**src/rtl/mem_stage_sram_ctrl.sv**
```systemverilog
// MEM-stage controller: splits each 32-bit load/store into two 16-bit SRAM accesses with wait states.
// Optional: define ADDR_RANGE_CHECK_EN to reject misaligned or out-of-range requests with an addr_err pulse.
module mem_stage_sram_ctrl #(
    parameter logic [31:0] BASE_ADDR   = 32'd1024,
    parameter int          SRAM_ADDR_W = 18,
    parameter int          WAIT_CYCLES = 1
) (
    input  logic                   clk,
    input  logic                   rst,
    input  logic                   wr_en,
    input  logic                   rd_en,
    input  logic [31:0]            address,
    input  logic [31:0]            st_val,
    output logic [31:0]            rd_data,
    output logic                   ready,
    output logic                   addr_err,
    output logic [SRAM_ADDR_W-1:0] sram_addr,
    output logic [15:0]            sram_dq_o,
    input  logic [15:0]            sram_dq_i,
    output logic                   sram_dq_oe,
    output logic                   sram_we_n,
    output logic [1:0]             dbg_state
);

    typedef enum logic [1:0] {
        S_IDLE = 2'd0,
        S_LO   = 2'd1,
        S_HI   = 2'd2,
        S_DONE = 2'd3
    } state_t;

    localparam logic [2:0] LAST_CNT = 3'(WAIT_CYCLES);

    state_t      r_state;
    state_t      w_next;
    logic [2:0]  r_wait_cnt;
    logic        r_is_wr;
    logic [31:0] r_rd_data;
    logic        r_addr_err;
    logic [31:0] w_word;
    logic        w_req;
    logic        w_fault;
    logic        w_last;

    assign w_word = (address - BASE_ADDR) >> 2;
    assign w_req  = rd_en | wr_en;
    assign w_last = (r_wait_cnt == LAST_CNT);

`ifdef ADDR_RANGE_CHECK_EN
    assign w_fault = w_req && ((address[1:0] != 2'b00) || (address < BASE_ADDR) ||
                               (w_word[31:SRAM_ADDR_W-1] != '0));
`else
    logic w_unused_bits;
    assign w_unused_bits = ^{w_word[31:SRAM_ADDR_W-1], address[1:0]};
    assign w_fault       = 1'b0;
`endif

    always_comb begin
        w_next     = r_state;
        ready      = 1'b0;
        sram_addr  = '0;
        sram_dq_o  = '0;
        sram_dq_oe = 1'b0;
        sram_we_n  = 1'b1;
        case (r_state)
            S_IDLE: begin
                ready = ~w_req | w_fault;
                if (w_req && !w_fault) w_next = S_LO;
            end
            S_LO: begin
                sram_addr = {w_word[SRAM_ADDR_W-2:0], 1'b0};
                if (r_is_wr) begin
                    sram_we_n  = 1'b0;
                    sram_dq_oe = 1'b1;
                    sram_dq_o  = st_val[15:0];
                end
                if (w_last) w_next = S_HI;
            end
            S_HI: begin
                sram_addr = {w_word[SRAM_ADDR_W-2:0], 1'b1};
                if (r_is_wr) begin
                    sram_we_n  = 1'b0;
                    sram_dq_oe = 1'b1;
                    sram_dq_o  = st_val[31:16];
                end
                if (w_last) w_next = S_DONE;
            end
            S_DONE: begin
                ready  = 1'b1;
                w_next = S_IDLE;
            end
            default: w_next = S_IDLE;
        endcase
        // While held in reset the pipeline only sees whether a request is pending.
        if (!rst) ready = ~w_req;
    end

    always_ff @(posedge clk or negedge rst) begin
        if (!rst) begin
            r_state    <= S_IDLE;
            r_wait_cnt <= 3'd0;
            r_is_wr    <= 1'b0;
            r_rd_data  <= 32'd0;
            r_addr_err <= 1'b0;
        end else begin
            r_state    <= w_next;
            r_addr_err <= (r_state == S_IDLE) && w_fault;
            if (w_next != r_state) r_wait_cnt <= 3'd0;
            else if (r_state == S_LO || r_state == S_HI) r_wait_cnt <= r_wait_cnt + 3'd1;
            // Write wins when both enables are set, so rd_data is left alone.
            if (r_state == S_IDLE && w_next == S_LO) r_is_wr <= wr_en;
            if (r_state == S_LO && w_last && !r_is_wr) r_rd_data[15:0] <= sram_dq_i;
            if (r_state == S_HI && w_last && !r_is_wr) r_rd_data[31:16] <= sram_dq_i;
        end
    end

    assign rd_data   = r_rd_data;
    assign addr_err  = r_addr_err;
    assign dbg_state = r_state;

endmodule

```
**config.mk**
```make
export PLATFORM = sky130hd
export DESIGN_NAME = mem_stage_sram_ctrl
export DESIGN_NICKNAME = d
export VERILOG_FILES = /design/src/rtl/mem_stage_sram_ctrl.sv
export SDC_FILE = /design/constraint.sdc
export NUM_CORES = 1
export LEC_CHECK = 0
export ABC_AREA = 1
export CORE_UTILIZATION = 36
export CTS_BUF_LIST = sky130_fd_sc_hd__clkbuf_8
export CTS_CLUSTER_SIZE = 28
export DETAILED_ROUTE_END_ITERATION = 8
export PLACE_DENSITY_LB_ADDON = 0.12
export RECOVER_POWER = 50
export SETUP_SLACK_MARGIN = 0.02
export SYNTH_ARGS = -nofsm -noshare
export SYNTH_HDL_FRONTEND = slang
export SYNTH_SLANG_ARGS = --single-unit
```
**constraint.sdc**
```tcl
create_clock -name clk -period 2.6 [get_ports clk]
set_clock_uncertainty 0.2 [all_clocks]
set_input_delay 0.52 -clock clk [delete_from_list [all_inputs] [get_ports clk]]
set_output_delay 0.52 -clock clk [all_outputs]
set_load 0.1 [all_outputs]
```
; ---- Word-level counts from Yosys, hierarchy flattened
; Cells that the tools add are included.
[op_classes]
n_addsub = 2
multipliers = 0
div = 0
n_lt_le_gt_ge = 0
eq_ne = 6
n_shift = 0
muxes = 16
bitwise_logic = 2
reduce_logical = 10
[ops]
columns = op, count
row1 = one-hot mux 18 bit (2 select lines), 1
row2 = 2-to-1 mux 16 bit, 2
row3 = one-hot mux 16 bit (2 select lines), 1
row4 = "subtractor 19 x 11 -> 19 bit, second input constant", 1
row5 = one-hot mux 2 bit (4 select lines), 1
row6 = 2-to-1 mux 2 bit, 3
row7 = 2-to-1 mux 3 bit, 2
row8 = logical AND 1 bit, 5
row9 = 2-to-1 mux 1 bit, 5
row10 = "== test 2 x 1 -> 1 bit, second input constant", 2
row11 = "== test 2 bit, second input constant", 2
row12 = "adder 3 x 1 -> 3 bit, second input constant", 1
row13 = "== test 3 x 1 -> 1 bit, second input constant", 1
row14 = zero test 2 bit, 1
row15 = != test 2 bit, 1
row16 = one-hot mux 1 bit (2 select lines), 1
row17 = nonzero test 2 bit, 1
row18 = OR reduction 2 bit, 1
row19 = zero test 1 bit, 1
row20 = logical OR 1 bit, 1
row21 = NOT 1 bit, 1
row22 = bitwise OR 1 bit, 1
[totals]
reg_bits = 38
latch_bits = 0
ram_bits = 0
rom_bits = 0
output_inout_bits = 72
mem_count = 0

; ---- Longest topological paths before layout
; Gate-level depths: netlist of the first run.
[logic_depth]
depth_word = 5
depth_mapped = 11
depth_no_buf = 10

; ---- Worst setup path before layout of the first run
; No wires, ideal clock.
[synth_path]
kind = register to output
from = reg r_state[0], in the netlist dbg_state[0]
to = out sram_dq_o[0]
t_arrival_ps = 3735
required_ps = 1880
setup_slack_ps = -1855
stages_incl_launch_ff = 6
path_cell_list = dfrtp_1 > inv_1 > ha_1 > nand2_1 > buf_2 > a21oi_1
[synth_between]
elab_chain_cells = 2
elab_cells_between_ends = 3
classes_between = 2 x eq/ne / 1 x mux
[synth_rtl]
columns = element, line
row1 = start: declaration, 34  ; state_t r_state;
row2 = start signal: assignment, 106  ; r_state <= w_next;
row3 = == test 2 bit / == test 2 x 1 -> 1 bit (equally long branches), 65  ; case (r_state)
row4 = one-hot mux 16 bit (2 select lines) *, 65
row5 = end: declaration, 18  ; output logic [15:0] sram_dq_o,
; Every way passes the cells marked *; elsewhere a longest branch is shown, timed or not.

; ---- Worst setup path in the final report of the first run
[layout_path]
from = reg r_state[1], in the netlist dbg_state[1]
to = out sram_addr[11]
[layout_between]
elab_chain_cells = 2
elab_cells_between_ends = 3
classes_between = 2 x eq/ne / 1 x mux
[layout_rtl]
columns = element, line
row1 = == test 2 bit / == test 2 x 1 -> 1 bit (equally long branches), 65
row2 = one-hot mux 18 bit (2 select lines) *, 65
row3 = end: declaration, 17  ; output logic [SRAM_ADDR_W-1:0] sram_addr,
; Marks and branches as above.

==> results by group, run 1 <==
Run status
  • Status: finished, final reports clean

Global routing
  • Largest net degree at the start of global routing: 39
  • Gr ovfl total: 0
  • First-pass GRT wire length: ~11000 um
  • Initial antenna violation count: 0
  • Tot GR Track Use: 0.228
  • Vias in the first global route: about 2500

Clocking
  • H-tree levels: 2
  • CTS sink count: 38
  • Clk slew on worst S/H paths: roughly 0.070 ns
  • CTS Buffer Depth: 2
  • Root Driver: clkbuf_8
  • Hold-fix buffers at CTS: 0
  • Clk Latency, worst-skew pair: about 0.28 ns
  • CTS tree: built
  • CTS buffer count: 5

Route
  • Iteration-0 DRC Markers: 56
  • Via/cell ratio: 4.76
  • Avg WL per Cell: ~13 um
  • Drt drc: 0
  • Max Used Layer: met4
  • Met3 wire length: about 460 um
  • TritonRoute pass-1 iters: 4
  • Final Routed Wirelength: slightly above 7000 um
  • Vias: ~2500
  • WL met1: about 2700 um
  • Detail Route Antenna Nets: 0
  • Met2 routed WL: 3800 um

Synth
  • Post-synth cell types: 21
  • Post-synthesis cell area: 0.00215 mm^2
  • Post-synthesis async set-or-reset flop share: 1.00
  • Most used DFF post-synth: dfrtp_1
  • Area leader, netlist: dfrtp_1
  • Synth area leaders: dfrtp_1, nand2_1, o21ai_1, inv_1, a21oi_1
  • Number of synthesized flops with an enable pin: 0
  • Post-synth top area share: 0.442
  • Syn Area/Cell: about 7.2 um^2
  • Register area share after synthesis: 0.442
  • Synth Net Count: 390
  • Synth Warn #: 0
  • Yosys reg bits: 38
  • Post-synthesis cell count: just under 300

Floorplanning
  • Core Area: between 0.005 and 0.006 mm^2
  • Rows: 27
  • Initial Util: 0.381
  • Die H: just under 80 um
  • Io pins: between 150 and 200
  • Full die area: around 0.0063 mm^2
  • Die W: 79.3 um

Min path
  • Worst min path class: reg2reg

Critical path
  • WP data required: around 1.9 ns
  • Worst setup EP type: primary output
  • Startpoint types: register
  • Crit path kind: reg2out
  • Worst EP arrival: between 1.5 and 2 ns
  • Crit Path Max Fanout: 7
  • R2R setup slack: ~0.7 ns

Placed design
  • Placed cell areas: roughly 0.0043 mm^2
  • Final RePlAce weighted congestion: approximately 0.88
  • PortBufs: roughly 140
  • Post-Place Setup Slack: -0.169 ns
  • DP HPWL: a little over 5000 um

Timing
  • Setup WS post-layout: 0.00172 ns
  • Final min period: ~2.6 ns
  • Setup TNS: 0 ns
  • Final Hold Fails: 0
  • RSZ-0062 raised after global routing: yes
  • Final Max Slew Viols: 0
  • Fmax: approximately 380 MHz
  • Fin crit share: 0.999
  • Slew HR: 0.203
  • Final setup vio count: 0
  • Worst Max-Slew Pin Slew: roughly 1.2 ns

Layout
  • Area grow syn2layout: 116%
  • Share of cells above drive strength 1: 0.342
  • Final Cell Area: approximately 0.0046 mm^2
  • Number of fill cells in the layout: around 350
  • Reg area: approximately 960 um^2
  • Area of the multi-input gates: 0.00140 mm^2
  • ANT cells: 0
  • Fin nets: 554
  • Final core occ: 0.824

Job
  • Max Cap Viol: 0
-- path summary, 6_finish.rpt --
check / startpoint / end / cells past startpoint
setup reg to reg: dbg_state[0] / r_wait_cnt[1] / 11
hold / removal: rd_data[7] / rd_data[7] / 2
max in group asynchronous: rst / dbg_state[0] / 2
setup / recovery: dbg_state[1] / sram_addr[11] / 8
min in group asynchronous: rst / rd_data[28] / 2
hold reg to reg: rd_data[7] / rd_data[7] / 2
-- repair_timing --
item / CTS / global route
setup buffers: 8 / 9
setup endpoints to repair: 18 / 34
endpoints found under the hold margin: 0 / 0
gates resized for setup: 13 / 17
cloned: 1 / 0
pin swaps: 6 / 8
-- worst max-delay path: stages (launching register included) --
cell	delay, ns
dfrtp_4	0.47
inv_6	0.05
ha_4	0.30
inv_4	0.06
nor2_4	0.19
buf_6	0.15
inv_8	0.05
a21oi_4	0.13
buf_12	0.19
-- sequential cells by signal, indices dropped and copies added, names as in the netlist --
register	flops
rd_data	32
r_wait_cnt	3
r_is_wr	1
dbg_state	2
-- cell families after synthesis --
family	count (synthesis)	share of synthesized area
compound gates	62	0.144
flops	38	0.442
fa+ha+maj	9	0.0524
other cells	1	0.00174
buf+inv	59	0.114
simple gates	125	0.233
xor+xnor	3	0.0122
-- placed cells by master (no fill, tap or decap), types with 3 or more instances in the layout --
cell type        count
a21oi_4             21
buf_12              41
buf_4               42
clkbuf_1            16
clkbuf_8             6
clkdlybuf4s50_1     63
dfrtp_1             36
ha_1                 5
ha_4                 3
inv_1               38
inv_2                4
nand2_1             80
nand3_1              8
nor2_1              10
nor2_4              16
o21ai_1             35
-- synth_stat cells, types with 2 or more instances --
master    n
nand2_1  83
nor2_2    2
a21oi_1  23
xor2_1    2
nand3_1  10
nor2_1   25
dfrtp_1  38
buf_4     3
ha_1      9
o21ai_0   3
nand4_1   2
buf_2     9
o21ai_1  36
inv_1    41
inv_2     5
-- metal layers --
| layer | global-route usage | up-vias |
|---|---|---|
| li1 | - | 1248 |
| met1 | 0.259 | 1178 |
| met2 | 0.416 | 102 |
| met3 | 0.0552 | 15 |
| met4 | 0.0727 | 0 |
| met5 | 0 | - |
-- layout make-up --
class                           count  share of cell area
Timing Repair Buffer              169               0.408
Multi-Input combinational cell    200               0.302
Sequential cell                    38               0.206
Inverter                           46              0.0423
Tap cell                           72              0.0194
Clock buffer                        6              0.0178
Timing Repair inverter              1             0.00242
Clock inverter                      2             0.00188
-- through the flow --
step                      cells  hold WS, ns
final                       534        0.290
after CTS                   525        0.206
after global routing        534        0.314
after floorplan             297       0.0244
after detailed placement    508        0.279
after global placement      508        0.274
Power of run 1 is left out: the tool's default activity adds up to more than one toggle a clock period on the data nets, which glitch-free logic cannot reach.
==> run 2, diff against run 1 <==
==> constraint.sdc (replaced) <==
create_clock -name clk -period 2.5 [get_ports clk]
set_clock_uncertainty 0.2 [all_clocks]
set_input_delay 0.5 -clock clk [delete_from_list [all_inputs] [get_ports clk]]
set_output_delay 0.5 -clock clk [all_outputs]
set_load 0.1 [all_outputs]
==> run 2 against run 1 <==
Effect of this change: routed wire length grew 17%; highest routed layer unchanged; hold slack gained 0.0046 ns; the run now ends with negative setup slack left; global-route usage grew 3.0 points; first-iteration DRC count grew 71%; sequential share of layout area shrank 0.34 points; setup slack lost 0.045 ns.
==> results by group, run 2 (same netlist as run 1, synthesis figures left out) <==
Run status
  • Status: finished, violations left (was finished, final reports clean)
  • Failing checks: negative setup slack

Clocking
  • CTS tree: built (unchanged)
  • CTS Buffer Depth: 2 (unchanged)
  • Root Driver: clkbuf_8 (unchanged)
  • CTS sink count: 38 (unchanged)
  • H-tree levels: 2 (unchanged)
  • Clk Latency, worst-skew pair: 0.28 ns (about the same)
  • CTS buffer count: 5 (unchanged)
  • Clk slew on worst S/H paths: 0.07 ns (about the same)
  • Hold-fix buffers at CTS: 0 (unchanged)

Floorplanning
  • Initial Util: 0.381 (unchanged)
  • Core Area: 0.00564 mm^2 (unchanged)
  • Full die area: 0.00628 mm^2 (unchanged)
  • Die W: 79.3 um (unchanged)
  • Rows: 27 (unchanged)
  • Die H: 79.3 um (unchanged)
  • Io pins: 156 (unchanged)

Timing
  • Final min period: roughly 2.5 ns
  • Fin crit share: 1.02
  • RSZ-0062 raised after global routing: yes (unchanged)
  • Final Hold Fails: 0 (unchanged)
  • Worst Max-Slew Pin Slew: 1.16 ns (was 1.20 ns)
  • Setup WS post-layout: -0.0432 ns (was 0.00172 ns)
  • Final Max Slew Viols: 0 (unchanged)
  • Hold_ws: 0.295 ns (was 0.290 ns)
  • Fmax: 393 MHz
  • Setup TNS: -0.432 ns (was 0 ns)
  • Final setup vio count: 17 (was 0)
  • Slew HR: 0.232 (was 0.203)

Route
  • Avg WL per Cell: 15.4 um (was 13.3 um)
  • WL met1: 3230 um (was 2680 um)
  • TritonRoute pass-1 iters: 5 (was 4)
  • Iteration-0 DRC Markers: 96 (was 56)
  • Met3 wire length: 517 um (was 460 um)
  • Max Used Layer: met4 (unchanged)
  • Via/cell ratio: 4.86 (was 4.76)
  • Drt drc: 0 (unchanged)
  • Vias: 2615 (was 2543)
  • Met2 routed WL: 4350 um (was 3800 um)
  • Final Routed Wirelength: 8300 um (was 7080 um)
  • Detail Route Antenna Nets: 0 (unchanged)

Layout
  • Area grow syn2layout: 120% (was 116%)
  • Fin nets: 558 (was 554)
  • ANT cells: 0 (unchanged)
  • Most common cell after layout, fill and taps aside: nand2_1 (unchanged)
  • Flip-flop count of the largest register after layout: 32 (unchanged)
  • Share of cells above drive strength 1: 0.384 (was 0.342)
  • Most frequent cells in the layout: nand2_1, clkdlybuf4s50_1, buf_12 (was nand2_1, clkdlybuf4s50_1, buf_4)

Critical path
  • Worst R2R Path Depth: 11 (unchanged)
  • Worst r2r src: dbg_state[1] (was dbg_state[0])
  • Worst setup EP type: primary output (unchanged)
  • RR Endpoint: r_wait_cnt[2] (was r_wait_cnt[1])
  • Worst EP arrival: 1.84 ns (was 1.88 ns)
  • Crit Path Max Fanout: 6 (was 7)
  • Startpoint types: register (unchanged)
  • Crit path kind: reg2out (unchanged)
  • R2R setup slack: 0.39 ns (was 0.70 ns)
  • WP data required: 1.80 ns (was 1.88 ns)

Placed design
  • DP HPWL: 5340 um (was 5160 um)
  • PortBufs: 139 (unchanged)
  • Final RePlAce weighted congestion: 0.784 (was 0.883)

Min path
  • Worst min path class: reg2reg (unchanged)
  • Hold endpoint: rd_data[27] (was rd_data[7])
  • HP Start: rd_data[27] (was rd_data[7])
  • Hold path depth: 2 (unchanged)

Global routing
  • Vias in the first global route: 2547 (was 2461)
  • Tot GR Track Use: 0.258 (was 0.228)
  • Initial antenna violation count: 0 (unchanged)
  • Gr ovfl total: 0 (unchanged)
  • First-pass GRT wire length: 12700 um (was 11200 um)
  • Largest net degree at the start of global routing: 39 (unchanged)

Job
  • Max Cap Viol: 0 (unchanged)
-- run 2: changes by cell type in the layout (fill, tap and decap cells not counted), moves of 2 or more --
| cell | before | now |
|---|---|---|
| inv_8 | 2 | 0 |
| clkbuf_1 | 16 | 1 |
| clkbuf_2 | 1 | 24 |
| o21ai_4 | 0 | 3 |
| buf_4 | 42 | 37 |
-- run 2: layout make-up --
cell class	instances	area, um^2
Timing Repair Buffer	174	1920
Multi-Input combinational cell	200	1440
Sequential cell	38	958
Fill cell	325	915
Inverter	46	205
Tap cell	72	90.1
Clock buffer	5	68.8
Clock inverter	3	37.5
-- run 2: what timing repair did --
item	CTS	global route
pin swaps	8	5
setup buffers	16	4
gates resized for setup	32	12
endpoints found under the setup margin	34	33
-- run 2: how the worst max path moves through the flow --
stage | startpoint | end | slack (ns) | cells after the start
final | dbg_state[1] | sram_addr[15] | -0.04 | 8
after global routing | address[10] | sram_addr[17] | -0.12 | 11
after CTS | dbg_state[0] | sram_addr[12] | -0.01 | 8
after detailed placement | address[10] | sram_addr[17] | -0.26 | 10
after global placement | address[10] | sram_addr[17] | -0.22 | 10
after floorplan | dbg_state[0] | sram_dq_o[0] | -0.17 | 5
-- run 2: layer usage --
| metal | vias to the layer above | GRT usage |
|---|---|---|
| li1 | 1257 | - |
| met1 | 1223 | 0.310 |
| met2 | 115 | 0.459 |
| met3 | 20 | 0.0483 |
| met4 | 0 | 0.0891 |
| met5 | - | 0 |
-- run 2: worst max-delay path, cell delays in order (launching register included) --
cell and delay (ns):
dfrtp_4 0.46, inv_6 0.05, ha_4 0.31, inv_4 0.05
nor2_4 0.10, buf_12 0.16, o21ai_4 0.07, a21oi_4 0.15
buf_12 0.19
-- run 2: stage by stage --
stage,cells,area (um^2),setup slack (ns),util
floorplan,297,2580,-0.172,-
global placement,510,4330,-0.221,0.768
detailed placement,510,4330,-0.259,0.768
CTS,534,4710,-0.0128,0.834
global route,538,4730,-0.125,0.838
finish,538,4730,-0.0432,0.838
Power of run 2 is left out for the same reason.
==> run 3, diff against run 2 <==
--- a/config.mk
+++ b/config.mk
@@ -6,9 +6,10 @@
 export NUM_CORES = 1
 export LEC_CHECK = 0
 export ABC_AREA = 1
-export CORE_UTILIZATION = 36
+export CELL_PAD_IN_SITES_DETAIL_PLACEMENT = 1
+export CELL_PAD_IN_SITES_GLOBAL_PLACEMENT = 2
+export CORE_UTILIZATION = 17
 export CTS_BUF_LIST = sky130_fd_sc_hd__clkbuf_8
-export CTS_CLUSTER_SIZE = 28
 export DETAILED_ROUTE_END_ITERATION = 8
 export PLACE_DENSITY_LB_ADDON = 0.12
 export RECOVER_POWER = 50
==> run 3 against run 2 <==
Effect of this change: largest cell class unchanged; setup slack better by 0.0063 ns; non-clock buffer count down 6; the run still ends with negative setup slack left; via count down 4.2%.
==> results by group, run 3 (same netlist as run 1, synthesis figures left out) <==
Timing
  • Setup WS post-layout: -0.0369 ns (was -0.0432 ns)
  • Final min period: 2.54 ns (about the same)
  • Slew HR: 0.421 (was 0.232)
  • Final Hold Fails: 0 (unchanged)
  • Final setup vio count: 16 (was 17)
  • RSZ-0062 raised after global routing: yes (unchanged)
  • Worst Max-Slew Pin Slew: 0.869 ns (was 1.16 ns)
  • Fin crit share: 1.01 (was 1.02)
  • Final Max Slew Viols: 0 (unchanged)
  • Fmax: 394 MHz (was 393 MHz)

Critical path
  • RR Endpoint: r_is_wr (was r_wait_cnt[2])
  • R2R setup slack: 0.57 ns (was 0.39 ns)
  • Worst EP arrival: 1.84 ns (about the same)
  • Worst R2R Path Depth: 11 (unchanged)
  • Crit path kind: reg2out (unchanged)
  • Crit Path Max Fanout: 6 (unchanged)
  • Worst r2r src: dbg_state[1] (unchanged)
  • Worst setup EP type: primary output (unchanged)
  • WP data required: 1.80 ns (about the same)
  • Startpoint types: register (unchanged)

Floorplanning
  • Full die area: 0.0131 mm^2 (was 0.00628 mm^2)
  • Die W: 114 um (was 79.3 um)
  • Core Area: 0.0122 mm^2 (was 0.00564 mm^2)
  • Die H: 114 um (was 79.3 um)
  • Rows: 40 (was 27)
  • Initial Util: 0.177 (was 0.381)
  • Io pins: 156 (unchanged)

Route
  • TritonRoute pass-1 iters: 3 (was 5)
  • Drt drc: 0 (unchanged)
  • Vias: 2504 (was 2615)
  • Iteration-0 DRC Markers: 60 (was 96)
  • Final Routed Wirelength: 8130 um (was 8300 um)
  • Avg WL per Cell: 12.9 um (was 15.4 um)
  • Detail Route Antenna Nets: 0 (unchanged)
  • Via/cell ratio: 3.99 (was 4.86)

Global routing
  • Initial antenna violation count: 0 (unchanged)
  • Tot GR Track Use: 0.129 (was 0.258)
  • Vias in the first global route: 2682 (was 2547)
  • Largest net degree at the start of global routing: 35 (was 39)
  • First-pass GRT wire length: 13600 um (was 12700 um)
  • Gr ovfl total: 0 (unchanged)

Run status
  • Status: finished, violations left (unchanged)
  • Failing checks: negative setup slack (unchanged)

Placed design
  • DP HPWL: 6190 um (was 5340 um)
  • Final RePlAce weighted congestion: 0.709 (was 0.784)
  • PortBufs: 139 (unchanged)
  • Post-Place Setup Slack: -0.288 ns (was -0.259 ns)
  • Placed insts: 606 (was 510)

Clocking
  • CTS Buffer Depth: 2 (unchanged)
  • Clk slew on worst S/H paths: 0.08 ns (was 0.07 ns)
  • CTS sink count: 38 (unchanged)
  • CTS tree: built (unchanged)
  • Root Driver: clkbuf_8 (unchanged)
  • H-tree levels: 2 (unchanged)
  • CTS buffer count: 5 (unchanged)
  • Clk Latency, worst-skew pair: 0.29 ns (was 0.28 ns)

Min path
  • Worst min path class: reg2reg (unchanged)
  • Hold endpoint: rd_data[29] (was rd_data[27])
  • HP Start: rd_data[29] (was rd_data[27])
  • Hold path depth: 2 (unchanged)

Layout
  • ANT cells: 0 (unchanged)
  • Fin nets: 552 (was 558)
  • Area grow syn2layout: 123% (was 120%)
  • Number of fill cells in the layout: 1423 (was 325)
  • Most common cell after layout, fill and taps aside: nand2_1 (unchanged)
  • Non-Filler Instances: 628 (was 538)
  • Most frequent cells in the layout: nand2_1, clkdlybuf4s50_1, buf_12 (unchanged)
  • Flip-flop count of the largest register after layout: 32 (unchanged)
  • Share of cells above drive strength 1: 0.380 (was 0.384)

Job
  • Max Cap Viol: 0 (unchanged)
## run 3: cell count changes in the layout (fill, tap and decap cells not counted), sizes merged
cell          delta
dlygate4sd2      +1
buf              -3
clkbuf           -4
clkinv           +2
dlymetal6s2s     -1
dlygate4sd3      +1
inv              -2
## run 3: worst max-delay path, cell delays in order (launching register included)
cell and delay, ns:
dfrtp_4 0.51, buf_4 0.16, ha_4 0.17, nor2_4 0.15
nor2_4 0.05, buf_12 0.14, buf_6 0.12, nand2_4 0.05
nor2_4 0.04, buf_12 0.16
## run 3: stage by stage
step / hold slack [ns] / cell area [um^2] / utilization / setup TNS (ns)
after floorplan: 0.00441 / 2580 / - / -3.73
after global placement: 0.161 / 4480 / 0.368 / -0.960
after detailed placement: 0.165 / 4480 / 0.368 / -1.10
after CTS: 0.164 / 4790 / 0.394 / -1.14
after global routing: 0.331 / 4790 / 0.394 / -2.16
final: 0.296 / 4790 / 0.394 / -0.290
## run 3: what timing repair did
item,CTS,global route
hold buffers,1,0
resized for setup,34,7
pin swaps,14,4
setup endpoints to repair,33,34
endpoints found under the hold margin,4,0
setup buffers,10,3
## run 3: area by class of cell
class                      instances  area, um^2  share of cell area
tap                              168         210              0.0439
sequential                        38         958               0.200
clock buffer                       5        68.8              0.0144
inverter                          46         199              0.0415
timing repair buffer             168        1890               0.394
clock inverter                     3        40.0             0.00835
multi-input combinational        200        1430               0.298
## run 3: worst max-delay path by stage
stage / start / depth (start not counted) / to / slack, ns
after floorplan: dbg_state[0] / 5 / sram_dq_o[0] / -0.17
after global placement: address[10] / 10 / sram_addr[17] / -0.27
after detailed placement: address[10] / 10 / sram_addr[17] / -0.29
after CTS: dbg_state[0] / 6 / sram_dq_o[5] / -0.06
after global routing: dbg_state[0] / 8 / sram_addr[14] / -0.12
final: dbg_state[1] / 9 / sram_addr[17] / -0.04
## run 3: per-layer routing
layer / GRT usage / routed length [um] / up-vias
li1: - / - / 1244
met1: 0.157 / 3520 / 1173
met2: 0.232 / 4010 / 80
met3: 0.0259 / 527 / 7
met4: 0.0312 / 74 / 0
met5: 0 / 0 / -
Power of run 3 is left out for the same reason.
